**src/rtl/serial_subtractor_if.sv**
```systemverilog
// Handshake/operand/result bundle for serial_subtractor.
// Optional macro SERIAL_SUBTRACTOR_ADD_MODE_EN adds the 'op' select signal.
interface serial_subtractor_if #(
    parameter int unsigned W = 8
);
    logic         start;
    logic [W-1:0] a;
    logic [W-1:0] b;
`ifdef SERIAL_SUBTRACTOR_ADD_MODE_EN
    logic         op;
`endif
    logic         busy;
    logic         done;
    logic [W-1:0] diff;
    logic         borrow;
    logic         ovf;
    logic         zero;

`ifdef SERIAL_SUBTRACTOR_ADD_MODE_EN
    modport master (
        output start, a, b, op,
        input  busy, done, diff, borrow, ovf, zero
    );
    modport slave (
        input  start, a, b, op,
        output busy, done, diff, borrow, ovf, zero
    );
`else
    modport master (
        output start, a, b,
        input  busy, done, diff, borrow, ovf, zero
    );
    modport slave (
        input  start, a, b,
        output busy, done, diff, borrow, ovf, zero
    );
`endif
endinterface

```
**src/rtl/serial_subtractor.sv**
```systemverilog
// Bit-serial LSB-first subtractor: diff = a - b over W cycles with one borrow FF.
// Optional macro SERIAL_SUBTRACTOR_ADD_MODE_EN: adds op input (1 = subtract, 0 = add);
// in add mode 'borrow' reports carry-out and ovf uses the addition rule.
module serial_subtractor #(
    parameter int unsigned W = 8
) (
    input  logic                 clk,
    input  logic                 rst_n,
    serial_subtractor_if.slave   bus
);
    localparam int unsigned   CW       = (W > 1) ? $clog2(W) : 1;
    localparam logic [CW-1:0] CNT_LAST = CW'(W - 1);

    typedef enum logic {IDLE, SHIFT} state_t;

    state_t        state_q;
    logic [W-1:0]  sa_q;
    logic [W-1:0]  sb_q;
    logic [W-1:0]  res_q;
    logic [W-1:0]  res_d;
    logic [CW-1:0] cnt_q;
    logic          bff_q;
    logic          bo_d;
    logic          d_d;
    logic          ovf_d;
    logic          asign_q;
    logic          bsign_q;
`ifdef SERIAL_SUBTRACTOR_ADD_MODE_EN
    logic          op_q;
`endif
    logic          busy_q;
    logic          done_q;
    logic [W-1:0]  diff_q;
    logic          borrow_q;
    logic          ovf_q;
    logic          zero_q;

    // One-bit full subtract (or add) stage and the next partial result
    always_comb begin
        d_d   = sa_q[0] ^ sb_q[0] ^ bff_q;
        bo_d  = (~sa_q[0] & sb_q[0]) | (~sa_q[0] & bff_q) | (sb_q[0] & bff_q);
        res_d = {d_d, res_q[W-1:1]};
        ovf_d = (asign_q != bsign_q) && (res_d[W-1] != asign_q);
`ifdef SERIAL_SUBTRACTOR_ADD_MODE_EN
        if (!op_q) begin
            bo_d  = (sa_q[0] & sb_q[0]) | (sa_q[0] & bff_q) | (sb_q[0] & bff_q);
            ovf_d = (asign_q == bsign_q) && (res_d[W-1] != asign_q);
        end
`endif
    end

    // Control FSM, operand shifters and registered result/flags
    always_ff @(posedge clk or negedge rst_n) begin
        if (!rst_n) begin
            state_q  <= IDLE;
            sa_q     <= '0;
            sb_q     <= '0;
            res_q    <= '0;
            cnt_q    <= '0;
            bff_q    <= 1'b0;
            asign_q  <= 1'b0;
            bsign_q  <= 1'b0;
`ifdef SERIAL_SUBTRACTOR_ADD_MODE_EN
            op_q     <= 1'b1;
`endif
            busy_q   <= 1'b0;
            done_q   <= 1'b0;
            diff_q   <= '0;
            borrow_q <= 1'b0;
            ovf_q    <= 1'b0;
            zero_q   <= 1'b0;
        end else begin
            done_q <= 1'b0;
            case (state_q)
                IDLE: begin
                    if (bus.start) begin
                        sa_q    <= bus.a;
                        sb_q    <= bus.b;
                        res_q   <= '0;
                        bff_q   <= 1'b0;
                        cnt_q   <= '0;
                        asign_q <= bus.a[W-1];
                        bsign_q <= bus.b[W-1];
`ifdef SERIAL_SUBTRACTOR_ADD_MODE_EN
                        op_q    <= bus.op;
`endif
                        busy_q  <= 1'b1;
                        state_q <= SHIFT;
                    end
                end
                SHIFT: begin
                    sa_q  <= sa_q >> 1;
                    sb_q  <= sb_q >> 1;
                    bff_q <= bo_d;
                    res_q <= res_d;
                    cnt_q <= cnt_q + 1'b1;
                    if (cnt_q == CNT_LAST) begin
                        diff_q   <= res_d;
                        borrow_q <= bo_d;
                        zero_q   <= (res_d == '0);
                        ovf_q    <= ovf_d;
                        done_q   <= 1'b1;
                        busy_q   <= 1'b0;
                        state_q  <= IDLE;
                    end
                end
                default: state_q <= IDLE;
            endcase
        end
    end

    assign bus.busy   = busy_q;
    assign bus.done   = done_q;
    assign bus.diff   = diff_q;
    assign bus.borrow = borrow_q;
    assign bus.ovf    = ovf_q;
    assign bus.zero   = zero_q;
endmodule

```
**src/flat_wrapper.sv**
```systemverilog
// flat-port wrapper written by rule: the top's interface ports become plain ports
module serial_subtractor_flat 
#(
    parameter int unsigned W = 8
)
  (clk, rst_n, bus_start, bus_a, bus_b, bus_busy, bus_done, bus_diff, bus_borrow, bus_ovf, bus_zero);
  serial_subtractor_if #(.W(W)) bus_i ();
  input  logic clk;
  input  logic rst_n;
  input wire logic [$bits(bus_i.start)-1:0] bus_start;
  input wire logic [$bits(bus_i.a)-1:0] bus_a;
  input wire logic [$bits(bus_i.b)-1:0] bus_b;
  output wire logic [$bits(bus_i.busy)-1:0] bus_busy;
  output wire logic [$bits(bus_i.done)-1:0] bus_done;
  output wire logic [$bits(bus_i.diff)-1:0] bus_diff;
  output wire logic [$bits(bus_i.borrow)-1:0] bus_borrow;
  output wire logic [$bits(bus_i.ovf)-1:0] bus_ovf;
  output wire logic [$bits(bus_i.zero)-1:0] bus_zero;
  assign bus_i.start = bus_start;
  assign bus_i.a = bus_a;
  assign bus_i.b = bus_b;
  assign bus_busy = bus_i.busy;
  assign bus_done = bus_i.done;
  assign bus_diff = bus_i.diff;
  assign bus_borrow = bus_i.borrow;
  assign bus_ovf = bus_i.ovf;
  assign bus_zero = bus_i.zero;
  serial_subtractor #(.W(W)) u_core (.clk(clk), .rst_n(rst_n), .bus(bus_i));
endmodule
```
**config.mk**
```make
export PLATFORM = sky130hd
export DESIGN_NAME = serial_subtractor_flat
export DESIGN_NICKNAME = d
export VERILOG_FILES = /design/src/rtl/serial_subtractor_if.sv /design/src/rtl/serial_subtractor.sv /design/src/flat_wrapper.sv
export SDC_FILE = /design/constraint.sdc
export NUM_CORES = 1
export LEC_CHECK = 0
export ABC_AREA = 1
export BUFFER_PORTS_ARGS = -buffer_cell sky130_fd_sc_hd__clkbuf_2
export CAP_MARGIN = 5
export CORE_MARGIN = 2
export CORE_UTILIZATION = 55
export DETAILED_ROUTE_END_ITERATION = 7
export PLACE_DENSITY = 0.8
export SYNTH_ARGS = -nofsm -noshare
export SYNTH_HDL_FRONTEND = slang
export SYNTH_SLANG_ARGS = --single-unit
export TNS_END_PERCENT = 100
```
**constraint.sdc**
```tcl
create_clock -name clk -period 1.6 [get_ports clk]
set_clock_uncertainty 0.15 [all_clocks]
set_input_delay 0 -clock clk [delete_from_list [all_inputs] [get_ports clk]]
set_output_delay 0 -clock clk [all_outputs]
set_load 0.05 [all_outputs]
```
==> impl_metrics.toml, run 1 <==
[placed_design]
pre_cts_ws_ns = 0.04987
place_area_um2 = 2095
gp_congestion = 0.7341
port-buffer-count = 31
dpl.hpwl_um = 2210

[sta]
fin_ws_ns = 0.06907
finalSetupTns_ns = 0
post-route-min-period_ns = 1.531
rsz0062_at_grt = "no"
relSlewSlack = 0.6541
finalHoldWorstSlack_ns = 0.09499
setup-violations-final = 0
hold_violations = 0
finalCritPeriodShare = 0.9568
worst_pin_slew_ns = 0.5188
timing.fmax_ghz = 0.6532
finalMaxSlewViolations = 0

[finish]
multi_input_area_um2 = 699.4
register_area_um2 = 1076
nets = 259
nFillCells = 258
syn2layout_area_growth_pct = 21.65
layout-drive-gt1-share = 0.2983
antennaDiodeCount = 0
design_area_um2 = 2327

[clock_tree]
post_cts_buffers = 0
htree_levels = 2
clockRootBuffer = "clkbuf_4"
clockBufferDepth = 2
cts.sinks = 43
clk_pin_slew_ns = 0.12
numCtsBuffers = 5
clock_latency_ns = 0.35
cts_tree = "yes"

[pwr]
power_mw = 4.265
power_frac_clock = 0.117
powerDensity_nw_per_um2 = 1832
ir_worst_vdd_uv = 742.9
p_int_mw = 2.372
switching_power_mw = 1.893
p_leak_nw = 1.273
combinationalPowerShare = 0.463
p_sw_frac = 0.4438
p_seq_frac = 0.420

[logic_synthesis]
seq_area_frac_synth = 0.5625
synth_compound_area_frac = 0.08110
muxShareOfSynthArea = 0
synth-seq-cells = 43
yosysTopAreaCell = "dfrtp_1"
synth.net_count = 205
synth_xor_area_frac = 0
synthCells = 183
synthAdderAreaFrac = 0.02354
synth_top_family_by_area = "simple AND/OR/NAND/NOR gates"
synth.area.top_cells = "dfrtp_1 (56%), nand2_1 (10%), nand2_4 (6.5%)"
ys_types = 24
avgSynthCellArea_um2 = 10.45
synth-simple-area-share = 0.2596
yosys_warnings = 0
synth_top_area_share = 0.5625
syn-cell-area_um2 = 1913

[setup_path]
cp-start-kind = "flip-flop"
required_ns = 1.70
criticalPathCategory = "reg2reg"
path_max_fanout = 5
cp.arrival_ns = 1.63
worst_setup_path_end_kind = "flip-flop"

[floorplanning]
core_area_um2 = 3337
ioPinCount = 32
die_area_um2 = 3966
num_rows = 21
initial_core_util = 0.5733
dieHeight_um = 62.98
die_w_um = 62.98

[routing]
routedWlPerCell_um = 12.03
vias = 1339
dr.pass1.iters = 4
postRouteAntennaNets = 0
drc = 0
drt-total-wl_um = 3417
drt_iter0_drc = 61
viasPerCell = 4.715

[grt]
overflow = 0
antenna_found_initial = 0
grt_max_degree = 44
grt_usage = 0.2048
grt_pass1_vias = 1392
grt_pass1_wl_um = 6189

[min_path]
min_path_type = "in2async"

[run_status]
status = "finished, final reports clean"

[flow_run]
cap_violations = 0
[worst paths after layout]
check	from	endpoint	slack (ns)	cells past startpoint
max reg2reg	u_core.bff_q	u_core.bus.ovf	0.07	6
min	rst_n	u_core.bus.diff[1]	0.09	3
min in group clk	bus_a[2]	u_core.sa_q[2]	0.26	4
min reg2reg	u_core.cnt_q[0]	u_core.cnt_q[0]	0.33	1
max	u_core.bff_q	u_core.bus.ovf	0.07	6
max in group asynchronous	rst_n	u_core.sb_q[5]	0.84	3
[flip-flops by register name, summed over array words and instances, names as in the netlist]
name / flops
u_core.bff_q: 1
u_core.sb_q: 8
u_core.bus.zero: 1
u_core.bus.done: 1
u_core.bsign_q: 1
u_core.bus.borrow: 1
u_core.asign_q: 1
u_core.cnt_q: 3
u_core.state_q: 1
u_core.bus.diff: 8
u_core.res_q: 7
u_core.sa_q: 8
u_core.bus.busy: 1
u_core.bus.ovf: 1
[routing by layer]
layer	up-vias	track usage	part of all wire	wire [um]
met5	-	0	0	0
met4	0	0.07500	0.0076	26
met3	2	0.06667	0.036	122
met2	28	0.3338	0.49	1664
met1	612	0.2545	0.47	1604
li1	697	-	-	-
[placed cells by master (no fill, tap or decap)]
master,instances
nand2_1,51
dfrtp_1,43
clkbuf_2,31
dlygate4sd3_1,18
inv_1,14
nand2_4,11
nand3_2,10
o22ai_1,8
nor2_1,7
o21ai_0,7
o21ai_1,6
clkbuf_4,5
buf_4,5
o211ai_1,3
nand2_2,2
a22o_1,2
nand3_1,2
nand3b_1,2
ha_1,2
clkbuf_1,2
inv_2,1
nor2_4,1
inv_6,1
inv_4,1
nor2_2,1
fa_2,1
clkinv_2,1
[cell usage after synthesis (all sizes together)]
cell type   n
a22o        2
buf         7
dfrtp      43
fa          1
ha          2
inv        17
nand2      64
nand3      12
nand3b      2
nor2        9
o211ai      3
o21ai      13
o22ai       8
[metrics by stage]
step | cells | util
floorplan | 183 | -
global placement | 258 | 0.6277
detailed placement | 258 | 0.6277
CTS | 284 | 0.6967
global route | 284 | 0.6974
finish | 284 | 0.6974
[logic make-up after synthesis]
group | Yosys count
AOI/OAI and AO/OA | 26
buffers and inverters | 24
and+or+nand+nor | 87
adders and majority gates | 3
DFF | 43
[final cells by class]
type	count	area share
inverter	17	0.03065
multi-input combinational	116	0.3005
clock buffer	7	0.01935
clock inverter	1	0.002151
tap	46	0.02473
sequential	43	0.4624
timing repair buffer	54	0.1602
[repair_timing]
| item | in CTS | in global routing |
|---|---|---|
| hold buffers | 18 | 0 |
| endpoints found under the setup margin | 0 | 1 |
| resized for setup | 0 | 1 |
| endpoints found under the hold margin | 69 | 0 |
[worst max-delay path, stage by stage, from the launching register on]
cell,delay (ns)
dfrtp_1,0.42
fa_2,0.62
inv_1,0.05
nand3b_1,0.07
nand2_1,0.05
nand2_1,0.05
nand2_1,0.04
[power groups by stage]
| stage | logic (mW) | clock network (mW) | registers [mW] |
|---|---|---|---|
| final | 1.97 | 0.497 | 1.79 |
| after global routing | 2.18 | 0.573 | 1.84 |
| after CTS | 1.98 | 0.515 | 1.79 |
| after detailed placement | 1.95 | 0 | 1.81 |
| after global placement | 1.90 | 0 | 1.79 |
| after floorplan | 1.15 | 0 | 2.23 |
(Power assumes the default switching activity.)
==> run 2, diff against run 1 <==
--- a/config.mk
+++ b/config.mk
@@ -9,9 +9,11 @@
 export BUFFER_PORTS_ARGS = -buffer_cell sky130_fd_sc_hd__clkbuf_2
 export CAP_MARGIN = 5
 export CORE_MARGIN = 2
-export CORE_UTILIZATION = 55
+export CORE_UTILIZATION = 57
+export CTS_BUF_LIST = sky130_fd_sc_hd__clkbuf_8
 export DETAILED_ROUTE_END_ITERATION = 7
-export PLACE_DENSITY = 0.8
+export PLACE_DENSITY = 0.83
+export SKIP_LAST_GASP = 1
 export SYNTH_ARGS = -nofsm -noshare
 export SYNTH_HDL_FRONTEND = slang
 export SYNTH_SLANG_ARGS = --single-unit
==> impl_metrics.toml, run 2 (same netlist as run 1, synthesis figures left out) <==
[clock_tree]
post_cts_buffers = 0
cts_tree = "yes"
clockBufferDepth = 2
cts.sinks = 43
numCtsBuffers = 5
clk_pin_slew_ns = 0.09
clock_latency_ns = 0.30
clockRootBuffer = "clkbuf_8"
htree_levels = 2

[pwr]
p_leak_nw = 1.320
power_mw = 4.843
powerDensity_nw_per_um2 = 1984
ir_worst_vdd_uv = 819.4

[floorplanning]
num_rows = 21
dieHeight_um = 61.94
die_area_um2 = 3836
core_area_um2 = 3284
ioPinCount = 32
die_w_um = 61.94
initial_core_util = 0.5825

[setup_path]
critical_path_buf_inv_count = 2
cp_slowest_cell = "fa_2"
cp.depth = 7
endpoint = "u_core.bus.ovf"
worst_path_most_repeated_cell = "nand2_1"
path_cells = "inv_2 -> fa_2 -> inv_2 -> nand3b_1 -> nand2_1 -> nand2_1 -> nand2_1"
r2r_start = "u_core.sa_q[0]"
r2r_end = "u_core.bus.ovf"
required_ns = 1.65
worst_setup_path_end_kind = "flip-flop"
cp-startpoint = "u_core.sa_q[0]"
r2r_cells = 7
path_max_fanout = 5
crit_path_max_incr_delay_ns = 0.62
reg2reg_setup_slack_ns = 0.04
criticalPathCategory = "reg2reg"
cp-start-kind = "flip-flop"
cp.arrival_ns = 1.61
crit_family = "adder cells"

[finish]
antennaDiodeCount = 0
instances_no_fill = 285
nFillCells = 239
syn2layout_area_growth_pct = 27.60
final_cell_mix = "nand2_1 (51), dfrtp_1 (43), clkbuf_2 (31), dlygate4sd3_1 (18)"
finish.utilization = 0.7432
layout-drive-gt1-share = 0.3180
nets = 260
final_common_cell = "nand2_1"

[sta]
finalCritPeriodShare = 0.9744
timing.fmax_ghz = 0.6414
finalSetupTns_ns = 0
finalMaxSlewViolations = 0
relSlewSlack = 0.6320
post-route-min-period_ns = 1.559
rsz0062_at_grt = "yes"
hold_violations = 0
worst_pin_slew_ns = 0.5521
setup-violations-final = 0
finalHoldWorstSlack_ns = 0.08359

[flow_run]
cap_violations = 0

[placed_design]
port-buffer-count = 31
dpl.hpwl_um = 2339
dp_cells = 259
gp_congestion = 0.7550

[grt]
grt_pass1_wl_um = 6320
overflow = 0
grt_usage = 0.2335
grt_pass1_vias = 1463
grt_max_degree = 24
antenna_found_initial = 0

[routing]
drc = 0
postRouteAntennaNets = 0
drt_iter0_drc = 122
vias = 1446
routedWlPerCell_um = 13.49
dr.pass1.iters = 4
drt-total-wl_um = 3844
viasPerCell = 5.074

[min_path]
min_path_type = "in2async"

[run_status]
status = "finished, final reports clean"
run 2: cell count changes in the layout (fill, tap and decap cells not counted):
cell        change
buf_12          +1
clkbuf_1        -2
clkbuf_4        -5
inv_2           +2
inv_4           -1
clkinv_2        -1
nand2_2         -1
inv_6           +1
nand2_4         +1
clkbuf_8        +5
inv_1           -2
bufinv_16       +2
clkinvlp_4      +1
run 2: metrics by stage:
step	area [um2]	setup WS, ns
2_1_floorplan	1913	0.1168
3_3_place_gp	2115	0.07409
3_5_place_dp	2115	0.03936
4_1_cts	2434	0.01484
5_1_grt	2441	-0.03958
6_report	2441	0.04099
run 2: final cells by class:
class                           instances  area [um2]  area share
Tap cell                               46       57.56     0.02358
Clock buffer                            5       68.82     0.02819
Clock inverter                          3       67.56     0.02768
Multi-Input combinational cell        116       704.4      0.2886
Sequential cell                        43        1076      0.4408
Timing Repair Buffer                   55       392.9      0.1609
Inverter                               17       73.82     0.03024
run 2: how the worst min path moves through the flow:
stage,endpoint,start,slack (ns),cells past startpoint
floorplan,u_core.asign_q,rst_n,-0.45,0
global placement,u_core.bus.diff[1],rst_n,-0.15,1
detailed placement,u_core.res_q[4],rst_n,-0.15,1
CTS,u_core.bus.zero,rst_n,0.08,2
global route,u_core.asign_q,rst_n,0.13,2
finish,u_core.asign_q,rst_n,0.08,2
run 2: where the power goes:
| group | internal (mW) | leakage (nW) | total, mW | switching (mW) |
|---|---|---|---|---|
| sequential | 1.54 | 0.554 | 1.81 | 0.271 |
| combinational | 0.681 | 0.702 | 2.03 | 1.35 |
| clock | 0.622 | 0.0644 | 1.00 | 0.379 |
| total | 2.84 | 1.32 | 4.84 | 2.00 |
run 2: what timing repair did:
action / in CTS / in global routing
gates resized for setup: 3 / 2
hold endpoints to repair: 65 / 0
pin swaps: 1 / 0
endpoints found under the setup margin: 1 / 8
hold buffers: 18 / 0
run 2: routing by layer:
metal	global-route usage	up-vias	wire length (um)
li1	-	699	-
met1	0.2634	693	1615
met2	0.3925	40	1952
met3	0.06211	14	129
met4	0.1459	0	147
met5	0	-	0
==> run 3, diff against run 2 <==
--- a/config.mk
+++ b/config.mk
@@ -8,11 +8,13 @@
 export ABC_AREA = 1
 export BUFFER_PORTS_ARGS = -buffer_cell sky130_fd_sc_hd__clkbuf_2
 export CAP_MARGIN = 5
-export CORE_MARGIN = 2
+export CORE_MARGIN = 10
 export CORE_UTILIZATION = 57
 export CTS_BUF_LIST = sky130_fd_sc_hd__clkbuf_8
+export CTS_CLUSTER_SIZE = 25
 export DETAILED_ROUTE_END_ITERATION = 7
 export PLACE_DENSITY = 0.83
+export RECOVER_POWER = 25
 export SKIP_LAST_GASP = 1
 export SYNTH_ARGS = -nofsm -noshare
 export SYNTH_HDL_FRONTEND = slang
==> impl_metrics.toml, run 3 (same netlist as run 1, synthesis figures left out) <==
[sta]
fin_ws_ns = 0.08953
post-route-min-period_ns = 1.510
setup-violations-final = 0
finalSetupTns_ns = 0
hold_violations = 0
finalMaxSlewViolations = 0
timing.fmax_ghz = 0.6620
worst_pin_slew_ns = 1.031
finalCritPeriodShare = 0.9440
rsz0062_at_grt = "no"
relSlewSlack = 0.3125

[routing]
drt-total-wl_um = 3832
drc = 0
routedWlPerCell_um = 13.49
dr.pass1.iters = 4
postRouteAntennaNets = 0
viasPerCell = 4.986
drt_iter0_drc = 95
vias = 1416

[grt]
grt_usage = 0.1342
use_met2 = 0.2239
antenna_found_initial = 0
grt.met3_usage = 0.05415
met1_usage = 0.1490
grt_pass1_vias = 1451
overflow = 0
grt_pass1_wl_um = 6658
top_usage_layer = "met2"
grt_max_degree = 44

[finish]
final_common_cell = "nand2_1"
finish.utilization = 0.7612
nFillCells = 219
syn2layout_area_growth_pct = 24.46
nets = 261
layout-drive-gt1-share = 0.3042
instances_no_fill = 284
final_cell_mix = "nand2_1 (51), dfrtp_1 (43), clkbuf_2 (32), dlygate4sd3_1 (18), inv_1 (16)"
antennaDiodeCount = 0

[min_path]
min_from = "bus_b[5]"
min_path_type = "in2reg"
hold_path_end = "u_core.sb_q[5]"
whs_path_depth = 4

[clock_tree]
cts_tree = "yes"
numCtsBuffers = 5
clk_pin_slew_ns = 0.08
clockRootBuffer = "clkbuf_8"
htree_levels = 2
cts.sinks = 43
clock_latency_ns = 0.29
clockBufferDepth = 2

[pwr]
power_frac_clock = 0.141
p_leak_nw = 1.311
switching_power_mw = 1.962
p_seq_frac = 0.398
powerDensity_nw_per_um2 = 1899
power_mw = 4.521
ir_worst_vdd_uv = 869.7
p_int_mw = 2.560
combinationalPowerShare = 0.461
p_sw_frac = 0.4339

[setup_path]
criticalPathCategory = "reg2reg"
required_ns = 1.64
reg2reg_setup_slack_ns = 0.09
r2r_start = "u_core.sa_q[0]"
path_cells = "inv_1 -> fa_2 -> inv_1 -> nand3b_1 -> nand2_1 -> nand2_1 -> nand2_1"
cp-start-kind = "flip-flop"
path_max_fanout = 4
crit_path_max_incr_delay_ns = 0.61
worst_setup_path_end_kind = "flip-flop"
cp_slowest_cell = "fa_2"
r2r_cells = 7
cp.arrival_ns = 1.55
worst_path_most_repeated_cell = "nand2_1"
r2r_end = "u_core.bus.ovf"

[run_status]
status = "finished, final reports clean"

[floorplanning]
dieHeight_um = 77.94
ioPinCount = 32
initial_core_util = 0.6116
num_rows = 20
die_w_um = 77.94
core_area_um2 = 3128
die_area_um2 = 6074

[placed_design]
dpl.hpwl_um = 2606
port-buffer-count = 31
dp_cells = 257
pre_cts_ws_ns = 0.04586
gp_congestion = 0.7282

[flow_run]
cap_violations = 0
==> run 3: changes by cell type in the layout (fill, tap and decap cells not counted) <==
cell        before  now
clkinvlp_4       1    0
inv_6            2    1
inv_2            3    1
inv_4            0    1
clkinv_2         0    1
bufinv_16        2    0
clkbuf_2        31   32
nand2_2          1    2
nand2_4         12   11
inv_1           12   16
==> run 3: routing by layer <==
| metal | routed length (um) | share of wire |
|---|---|---|
| met2 | 1945 | 0.51 |
| met4 | 80 | 0.021 |
| met1 | 1541 | 0.40 |
| met5 | 0 | 0 |
| met3 | 264 | 0.069 |
==> run 3: area by class of cell <==
type,count,area (um2),share of cell area
Sequential cell,43,1076,0.4519
Multi-Input combinational cell,116,699.4,0.2937
Timing Repair Buffer,56,397.9,0.1671
Inverter,17,71.32,0.02995
Clock buffer,5,68.82,0.02890
Tap cell,44,55.05,0.02312
Clock inverter,3,12.51,0.005255
==> run 3: how the worst max path moves through the flow <==
stage,startpoint,to,slack [ns],cells past startpoint
final,u_core.sa_q[0],u_core.bus.ovf,0.09,7
after global placement,u_core.bff_q,u_core.bus.ovf,0.07,6
after detailed placement,u_core.bff_q,u_core.bus.ovf,0.05,6
after CTS,u_core.bff_q,u_core.bus.ovf,0.04,6
after floorplan,u_core.bff_q,u_core.bus.ovf,0.12,6
after global routing,u_core.sa_q[0],u_core.bus.ovf,0.003,7
==> run 3: stage by stage <==
| stage | cell area, um2 | hold WS (ns) |
|---|---|---|
| CTS | 2374 | 0.1736 |
| floorplan | 1913 | -0.4456 |
| detailed placement | 2112 | -0.05095 |
| finish | 2381 | 0.3153 |
| global route | 2381 | 0.3339 |
| global placement | 2112 | -0.05456 |
==> run 3: critical path, delay by kind of cell (launching register included) <==
kind,cells,cell delay [ns]
flip-flops,1,0.32
adder cells (fa/ha/maj),1,0.61
AND/OR/NAND/NOR,4,0.21
buffers and inverters,2,0.12
==> run 3: repair_timing <==
action,CTS,global route
endpoints found under the setup margin,0,2
hold endpoints to repair,61,0
resized for setup,0,1
hold buffers,18,0
buffers inserted,0,1
==> run 3: power groups by stage <==
| stage | Combinational (mW) | Sequential (mW) | Clock, mW |
|---|---|---|---|
| floorplan | 1.15 | 2.23 | 0 |
| global placement | 1.96 | 1.80 | 0 |
| detailed placement | 2.02 | 1.82 | 0 |
| CTS | 2.06 | 1.80 | 0.651 |
| global route | 2.30 | 1.85 | 0.696 |
| finish | 2.08 | 1.80 | 0.637 |
